[src/rtl/hold_press_detector.sv]
// Multi-channel button front end: synchroniser, debouncer and short/long/held press classifier.
// Define HOLD_PRESS_AUTOREPEAT_EN to enable auto-repeat pulses on repeat_o while a channel is HELD.
module hold_press_detector #(
    parameter int N_CH            = 1,
    parameter int DEBOUNCE_CYCLES = 4,
    parameter int HOLD_CYCLES     = 5,
    parameter int REPEAT_CYCLES   = 3
) (
    input  logic            clk,
    input  logic            rst_n,
    input  logic [N_CH-1:0] btn_i,
    input  logic [N_CH-1:0] ch_en_i,
    output logic [N_CH-1:0] level_o,
    output logic [N_CH-1:0] short_o,
    output logic [N_CH-1:0] long_o,
    output logic [N_CH-1:0] held_o,
    output logic [N_CH-1:0] repeat_o,
    output logic            any_held_o
);

    typedef enum logic [1:0] {
        ST_IDLE    = 2'd0,
        ST_PRESSED = 2'd1,
        ST_HELD    = 2'd2
    } state_t;

    localparam int DBW = $clog2(DEBOUNCE_CYCLES + 1);
    localparam int HW  = $clog2(HOLD_CYCLES + 1);
    localparam logic [DBW-1:0] DB_LAST = DBW'(DEBOUNCE_CYCLES - 1);
    localparam logic [HW-1:0]  H_LAST  = HW'(HOLD_CYCLES - 1);

    if (N_CH < 1 || DEBOUNCE_CYCLES < 1 || HOLD_CYCLES < 1 || REPEAT_CYCLES < 1) begin : g_param_check
        $error("hold_press_detector: all parameters must be >= 1");
    end

    logic [N_CH-1:0] sync1;
    logic [N_CH-1:0] sync2;
    logic [N_CH-1:0] held_nx;

    // Synchroniser ignores ch_en_i so a re-enabled channel sees the current pin level.
    always_ff @(posedge clk or negedge rst_n) begin
        if (!rst_n) begin
            sync1 <= '0;
            sync2 <= '0;
        end else begin
            sync1 <= btn_i;
            sync2 <= sync1;
        end
    end

    for (genvar i = 0; i < N_CH; i++) begin : g_ch
        logic           d_q, d_nx;
        logic [DBW-1:0] db_cnt_q, db_cnt_nx;
        state_t         state_q, state_nx;
        logic [HW-1:0]  hcnt_q, hcnt_nx;
        logic           short_q, short_nx;
        logic           long_q, long_nx;

        always_comb begin
            d_nx      = d_q;
            db_cnt_nx = db_cnt_q;
            if (!ch_en_i[i]) begin
                d_nx      = 1'b0;
                db_cnt_nx = '0;
            end else if (sync2[i] == d_q) begin
                db_cnt_nx = '0;
            end else if (db_cnt_q == DB_LAST) begin
                d_nx      = sync2[i];
                db_cnt_nx = '0;
            end else begin
                db_cnt_nx = db_cnt_q + 1'b1;
            end
        end

        always_comb begin
            state_nx = state_q;
            hcnt_nx  = hcnt_q;
            short_nx = 1'b0;
            long_nx  = 1'b0;
            if (!ch_en_i[i]) begin
                state_nx = ST_IDLE;
                hcnt_nx  = '0;
            end else begin
                case (state_q)
                    ST_IDLE: begin
                        if (d_q) begin
                            state_nx = ST_PRESSED;
                            hcnt_nx  = '0;
                        end
                    end
                    ST_PRESSED: begin
                        if (!d_q) begin
                            state_nx = ST_IDLE;
                            short_nx = 1'b1;
                        end else if (hcnt_q == H_LAST) begin
                            state_nx = ST_HELD;
                            long_nx  = 1'b1;
                        end else begin
                            hcnt_nx = hcnt_q + 1'b1;
                        end
                    end
                    ST_HELD: begin
                        if (!d_q) state_nx = ST_IDLE;
                    end
                    default: state_nx = ST_IDLE;
                endcase
            end
        end

        assign held_nx[i] = (state_nx == ST_HELD);

        always_ff @(posedge clk or negedge rst_n) begin
            if (!rst_n) begin
                d_q      <= 1'b0;
                db_cnt_q <= '0;
                state_q  <= ST_IDLE;
                hcnt_q   <= '0;
                short_q  <= 1'b0;
                long_q   <= 1'b0;
            end else begin
                d_q      <= d_nx;
                db_cnt_q <= db_cnt_nx;
                state_q  <= state_nx;
                hcnt_q   <= hcnt_nx;
                short_q  <= short_nx;
                long_q   <= long_nx;
            end
        end

        assign level_o[i] = d_q;
        assign short_o[i] = short_q;
        assign long_o[i]  = long_q;
        assign held_o[i]  = (state_q == ST_HELD);

`ifdef HOLD_PRESS_AUTOREPEAT_EN
        localparam int RW = $clog2(REPEAT_CYCLES + 1);
        localparam logic [RW-1:0] R_LAST = RW'(REPEAT_CYCLES - 1);

        logic [RW-1:0] rcnt_q, rcnt_nx;
        logic          rep_q, rep_nx;

        // Counts only while staying in HELD; any other path leaves rcnt at zero.
        always_comb begin
            rcnt_nx = '0;
            rep_nx  = 1'b0;
            if (ch_en_i[i] && state_q == ST_HELD && d_q) begin
                if (rcnt_q == R_LAST) begin
                    rep_nx = 1'b1;
                end else begin
                    rcnt_nx = rcnt_q + 1'b1;
                end
            end
        end

        always_ff @(posedge clk or negedge rst_n) begin
            if (!rst_n) begin
                rcnt_q <= '0;
                rep_q  <= 1'b0;
            end else begin
                rcnt_q <= rcnt_nx;
                rep_q  <= rep_nx;
            end
        end

        assign repeat_o[i] = rep_q;
`else
        assign repeat_o[i] = 1'b0;
`endif
    end

    always_ff @(posedge clk or negedge rst_n) begin
        if (!rst_n) any_held_o <= 1'b0;
        else        any_held_o <= |held_nx;
    end

endmodule
[config.mk]
export PLATFORM = sky130hd
export DESIGN_NAME = hold_press_detector
export DESIGN_NICKNAME = d
export VERILOG_FILES = /design/src/rtl/hold_press_detector.sv
export SDC_FILE = /design/constraint.sdc
export NUM_CORES = 1
export LEC_CHECK = 0
export BUFFER_PORTS_ARGS = -buffer_cell sky130_fd_sc_hd__buf_4
export CAP_MARGIN = 20
export CELL_PAD_IN_SITES_DETAIL_PLACEMENT = 0
export CELL_PAD_IN_SITES_GLOBAL_PLACEMENT = 2
export CORE_MARGIN = 1
export CORE_UTILIZATION = 36
export DETAILED_ROUTE_END_ITERATION = 8
export PLACE_DENSITY_LB_ADDON = 0.1
export SYNTH_ARGS = -nofsm -noshare
export SYNTH_HDL_FRONTEND = slang
export SYNTH_SLANG_ARGS = --single-unit
[constraint.sdc]
create_clock -name clk -period 1.69 [get_ports clk]
set_input_delay 0.0845 -clock clk [delete_from_list [all_inputs] [get_ports clk]]
set_output_delay 0.0845 -clock clk [all_outputs]
set_load 0.005 [all_outputs]
==> flow_summary.yaml, run 1 <==
power:
  powerDensity_mw_per_mm2: 747.2
  p_clk_frac: 0.320
  comb_power_share: 0.049
  switching_share: 0.2025
  power.static_leakage_uw: 0.0003864
  seq_power_share: 0.631
  finalPower_uw: 543.2
  power.switching_uw: 110.0
  p_int_uw: 433.2
  ir_worst_vdd_v: 0.0005622
synth:
  syn_nets: 62
  syn_avg_cell_area_um2: 11.12
  yosysWarningCount: 0
  synth_ff_type: "dfrtp_1"
  synthCells: 55
  yosys.area.top_type_share: 0.5726
  syn_area_um2: 611.8
  yosysTopAreaCell: "dfrtp_1"
  async_flop_share: 1.000
  ys_types: 24
  synth_edf_count: 0
  ys_ff_latch: 14
  yosysSeqAreaShare: 0.5726
  synthTopCellsByArea: "dfrtp_1, ha_1, o211a_1, nor2_1, a21oi_1"
cts:
  clock_path_buffers: 2
  h-tree-depth: 1
  cts_tree: "done"
  cts.repair.resized: 0
  numCtsBuffers: 3
  clock_latency_ns: 0.26
  clkTransAtPathRegs_ns: 0.07
  clockRootBuffer: "clkbuf_4"
  cts.sinks: 14
setup_path:
  endpoint: "g_ch[0].hcnt_q[0]$_DFFE_PN0P_"
  critPathBufInv: 1
  rr_startpoint: "g_ch[0].hcnt_q[0]$_DFFE_PN0P_"
  crit_path_top_delay_cell: "dfrtp_1"
  r2r_setup_slack_ns: 0.50
  start_kind: "flop"
  crit_required_ns: 1.84
  cp-end-kind: "flop"
  path_depth: 5
  path_cells: "inv_1 -> ha_1 -> and3_1 -> o21ai_1 -> a21oi_1"
  max_stage_delay_ns: 0.37
  worst-path-max-fanout: 4
  worst_ep_arrival_time_ns: 1.34
  setup.worst_path.start: "g_ch[0].hcnt_q[0]$_DFFE_PN0P_"
  worstSetupPathType: "flop to flop"
  reg2regPathDepth: 5
  regToRegEndpoint: "g_ch[0].hcnt_q[0]$_DFFE_PN0P_"
  cp_top_family: "flip-flops"
timing:
  period_needed_ns: 1.192
  setup_violations: 0
  fin_ws_ns: 0.4983
  timing.fmax_mhz: 839.1
  rsz0062_at_grt: "no"
  hold_violations: 0
  tns_ns: 0
  skew_ns: 0.0005444
  fin_crit_sh: 0.7052
  drv_slew: 0
layout:
  regArea_um2: 350.3
  nNetsFinal: 76
  n_antenna_cell: 0
  fillers: 156
  finalCoreUtilization: 0.4716
  postLayoutCellArea_um2: 726.9
  multi_input_comb_area_um2: 239.0
  drive_gt1_frac: 0.2239
  areaGrowthSynthToFinish_pct: 18.81
detailed_routing:
  vias: 418
  drc: 0
  via_per_inst: 5.036
  ant_nets: 0
  first_pass_iters: 2
  wire_per_inst_um: 12.39
  drt_iter0_markers: 4
  wl_um: 1028
placement:
  place_area_um2: 684.4
  dp_slack_ns: 0.5155
  portBuffers: 8
  hpwl_um: 765.5
  routabilityCongestion: 0.7266
job:
  cap_viol_max_count: 0
global_route:
  grt_pass1_vias: 430
  grt_usage: 0.1356
  overflow: 0
  grt_pass1_wl_um: 1807
  grt_start_max_net_pins: 15
  antenna_found_initial: 0
floorplanning:
  die_area_mm2: 0.001868
  coreArea_mm2: 0.001541
  start_util: 0.3969
  num_io_pins: 10
  fp-row-count: 14
  die_y_um: 43.23
  dieWidth_um: 43.23
worst_hold_path:
  hold_class: "input port to flop"
outcome:
  status: "finished, final reports clean"
-- worst reg2reg max path, stage by stage (launching register included) --
cell     delay (ns)
dfrtp_1        0.37
inv_1          0.06
ha_1           0.23
and3_1         0.21
o21ai_1        0.13
a21oi_1        0.07
-- stage by stage --
step                hold slack (ns)  std cells
finish                       0.1024         83
CTS                         0.09064         83
global route                0.09619         83
detailed placement         -0.05911         78
global placement           -0.05859         78
floorplan                   -0.2111         55
-- routing by layer --
| metal | global-route usage | vias up | wire length (µm) |
|---|---|---|---|
| met2 | 0.2179 | 9 | 498 |
| met3 | 0.05106 | 0 | 39 |
| met5 | 0 | - | 0 |
| met1 | 0.1617 | 195 | 490 |
| li1 | - | 214 | - |
| met4 | 0.05455 | 0 | 0 |
-- timing repair --
item / in CTS / in global routing
hold buffers: 2 / 0
hold endpoints to repair: 15 / 0
setup buffers: 0 / 0
-- power by group through the flow --
stage / combinational [µW] / sequential, µW / clock, µW
after floorplan: 9.98 / 349 / 0
after global placement: 24.2 / 349 / 0
after detailed placement: 24.0 / 350 / 0
after CTS: 27.7 / 343 / 187
after global routing: 31.8 / 344 / 203
final: 26.8 / 343 / 174
-- how the worst min path moves through the flow --
stage	startpoint	cells after the start	to
floorplan	rst_n	0	any_held_o$_DFF_PN0_
global route	ch_en_i	2	any_held_o$_DFF_PN0_
global placement	rst_n	1	g_ch[0].hcnt_q[1]$_DFFE_PN0P_
CTS	ch_en_i	3	g_ch[0].state_q[0]$_DFF_PN0_
detailed placement	rst_n	1	g_ch[0].hcnt_q[1]$_DFFE_PN0P_
finish	ch_en_i	3	long_o$_DFF_PN0_
-- cell usage after synthesis, drive strengths merged (2+ instances only) --
master / n
dfrtp: 14
nand2b: 2
ha: 3
o211a: 2
nand3: 2
nand4: 2
nor2: 5
nand2: 4
a21oi: 4
o21ai: 3
inv: 4
-- registers in the layout, indices dropped and copies added (netlist names) --
name,flops
sync1,1
g_ch.hcnt_q,3
level_o,1
sync2,1
any_held_o,1
g_ch.state_q,2
long_o,1
g_ch.db_cnt_q,3
short_o,1
-- placed cells by master, fill, tap and decap left out --
cell	count
dfrtp_1	14
buf_4	8
nor2_1	5
nand2_1	4
inv_1	3
a21oi_1	3
ha_1	3
clkbuf_4	3
nand3_1	2
o211a_1	2
nand2b_1	2
o21ai_1	2
nand4_1	2
dlygate4sd3_1	2
and3_1	1
and2b_4	1
nor2b_1	1
xor2_1	1
and4b_1	1
inv_2	1
nor4b_1	1
nand3b_1	1
o21ai_0	1
a21oi_2	1
a211oi_2	1
conb_1	1
-- cells by family (layout without fill, tap and decap cells) --
family	Yosys count	after routing	share of synthesized area
buffers and inverters	5	17	0.03681
XOR/XNOR	1	1	0.01432
flip-flops	14	14	0.5726
other	1	1	0.006129
AND/OR/NAND/NOR	21	21	0.1922
AO/OA/AOI/OAI	10	10	0.1166
adder cells (fa/ha/maj)	3	3	0.06136
-- layout make-up --
class | instances | area share
Sequential cell | 14 | 0.4819
Multi-Input combinational cell | 36 | 0.3287
Timing Repair Buffer | 10 | 0.1102
Clock buffer | 3 | 0.03098
Tap cell | 16 | 0.02754
Inverter | 4 | 0.02065
No activity file was read; power rests on OpenSTA's default activity.
==> inputs of run 2 (changes only) <==
ABC_AREA = 1   (was unset)
CORE_UTILIZATION = 31   (was 36)
clock period = 1.1 ns   (was 1.69 ns; I/O delays follow)
==> flow_summary.yaml, run 2 <==
timing:
  hold_violations: 0
  period_needed_ns: 1.123
  drv_slew: 0
  fin_ws_ns: -0.02335
  timing.fmax_mhz: 890.2
  fin_crit_sh: 1.021
  rsz0062_at_grt: "yes"
  timing.hold.ws_ns: 0.06556
  skew_ns: 0.0004211
  setup_violations: 2
placement:
  dp_slack_ns: 0.02155
  hpwl_um: 834.5
  routabilityCongestion: 0.6833
  portBuffers: 8
  dp.cells: 103
  place_area_um2: 724.4
detailed_routing:
  drt_iter0_markers: 8
  vias: 479
  wire_per_inst_um: 11.03
  via_per_inst: 4.355
  drc: 0
  first_pass_iters: 4
  wl_um: 1213
  ant_nets: 0
global_route:
  overflow: 0
  grt_usage: 0.1407
  antenna_found_initial: 0
  grt_pass1_wl_um: 2014
  grt_start_max_net_pins: 15
  grt_pass1_vias: 440
synth:
  synth_ff_type: "dfrtp_1"
  synthTopCellsByArea: "dfrtp_1, nand2_1, ha_1, inv_1, nand3_1"
  yosysTopAreaCell: "dfrtp_1"
  yosys.area.top_type_share: 0.5600
  yosysWarningCount: 0
  ys_ff_latch: 14
  syn_avg_cell_area_um2: 9.067
  synth_edf_count: 0
  synthTopCellsByCount: "dfrtp_1, nand2_1, inv_1"
  syn_nets: 76
  async_flop_share: 1.000
  syn_area_um2: 625.6
  synthCells: 69
  yosysSeqAreaShare: 0.5600
  ys_types: 16
  yosysMostFrequentCell: "dfrtp_1"
setup_path:
  reg2regPathDepth: 6
  start_kind: "flop"
  cp-end-kind: "flop"
  r2r_setup_slack_ns: -0.02
  regToRegEndpoint: "any_held_o$_DFF_PN0_"
  worst-path-max-fanout: 3
  rr_startpoint: "g_ch[0].hcnt_q[1]$_DFFE_PN0P_"
  worst_ep_arrival_time_ns: 1.34
  crit_required_ns: 1.32
  worstSetupPathType: "flop to flop"
layout:
  n_antenna_cell: 0
  areaGrowthSynthToFinish_pct: 32.00
  drive_gt1_frac: 0.4118
  final_cells: 110
  nNetsFinal: 93
  top_regs: "g_ch.db_cnt_q: 3 flops, g_ch.hcnt_q: 3 flops, g_ch.state_q: 2 flops"
  fillers: 202
  postLayoutCellArea_um2: 825.8
  final_cell_mix: "dfrtp_1, nand2_1, buf_4"
  final_common_cell: "dfrtp_1"
cts:
  h-tree-depth: 1
  clock_path_buffers: 2
  clkTransAtPathRegs_ns: 0.09
  clock_latency_ns: 0.28
  cts.sinks: 14
  clockRootBuffer: "clkbuf_4"
  numCtsBuffers: 3
  cts_tree: "done"
worst_hold_path:
  min_to: "g_ch[0].db_cnt_q[2]$_DFF_PN0_"
  hold_start: "ch_en_i"
  hold_path_depth: 3
  hold_class: "input port to flop"
job:
  cap_viol_max_count: 0
floorplanning:
  coreArea_mm2: 0.001802
  dieWidth_um: 46.92
  die_area_mm2: 0.002201
  num_io_pins: 10
  start_util: 0.3472
  die_y_um: 46.92
  fp-row-count: 15
power:
  power.static_leakage_uw: 0.0004109
  ir_worst_vdd_v: 0.0006499
  powerDensity_mw_per_mm2: 1149
outcome:
  status: "finished, violations left"
  violations: "negative setup slack"
==> run 2: timing repair <==
action / 4_1_cts / 5_1_grt
setup endpoints to repair: 0 / 10
buffers inserted: 0 / 1
hold buffers: 2 / 0
gates resized for setup: 0 / 15
hold endpoints to repair: 15 / 0
==> run 2: per-stage QoR <==
stage / setup TNS, ns / utilization / power, µW
finish: -0.03646 / 0.4583 / 948.4
global route: -0.4339 / 0.4583 / 997.2
CTS: 0 / 0.4333 / 974.7
detailed placement: 0 / 0.4021 / 577.5
global placement: 0 / 0.4021 / 577.1
floorplan: 0 / - / 552.6
==> run 2: report_power, final <==
part,total (µW),leakage (µW),switching [µW],internal (µW)
Combinational,46.8,0.000203,28.5,18.3
Clock,375,0.0000210,174,201
Sequential,526,0.000187,4.51,522
Total,948,0.000411,207,741
==> run 2: kinds of logic after synthesis <==
| group | after synthesis | share of synthesized area |
|---|---|---|
| other cells | 1 | 0.005994 |
| xor+xnor | 1 | 0.01400 |
| buf+inv | 13 | 0.08402 |
| simple gates | 35 | 0.2600 |
| flops | 14 | 0.5600 |
| compound gates | 2 | 0.01600 |
| fa+ha+maj | 3 | 0.06001 |
==> run 2: cell type report <==
type	instances	area (µm²)	share of cell area
timing repair buffer	13	102.6	0.1242
multi-input combinational	42	257.7	0.3121
inverter	12	45.04	0.05455
sequential	14	352.8	0.4273
tap	25	31.28	0.03788
clock buffer	4	36.28	0.04394
==> run 2: worst max-delay path by stage <==
| stage | from | endpoint | slack (ns) |
|---|---|---|---|
| after global placement | g_ch[0].hcnt_q[0]$_DFFE_PN0P_ | g_ch[0].hcnt_q[2]$_DFFE_PN0P_ | 0.03 |
| after detailed placement | g_ch[0].hcnt_q[0]$_DFFE_PN0P_ | g_ch[0].hcnt_q[1]$_DFFE_PN0P_ | 0.02 |
| final | g_ch[0].hcnt_q[1]$_DFFE_PN0P_ | any_held_o$_DFF_PN0_ | -0.02 |
| after floorplan | g_ch[0].hcnt_q[0]$_DFFE_PN0P_ | g_ch[0].hcnt_q[2]$_DFFE_PN0P_ | 0.06 |
| after global routing | g_ch[0].hcnt_q[1]$_DFFE_PN0P_ | any_held_o$_DFF_PN0_ | -0.09 |
| after CTS | g_ch[0].hcnt_q[0]$_DFFE_PN0P_ | g_ch[0].hcnt_q[1]$_DFFE_PN0P_ | 0.005 |
==> run 2: critical path: stages, from the launching register on <==
cell	delay [ns]
dfrtp_1	0.40
inv_1	0.07
ha_2	0.19
nand2_2	0.06
nor2_2	0.13
nand2_2	0.09
a21oi_2	0.13
==> run 2: metal layers <==
metal / wire length [µm] / GRT usage
met1: 617 / 0.2019
met3: 34 / 0.02308
met5: 0 / 0
met4: 9 / 0.1029
met2: 552 / 0.1889
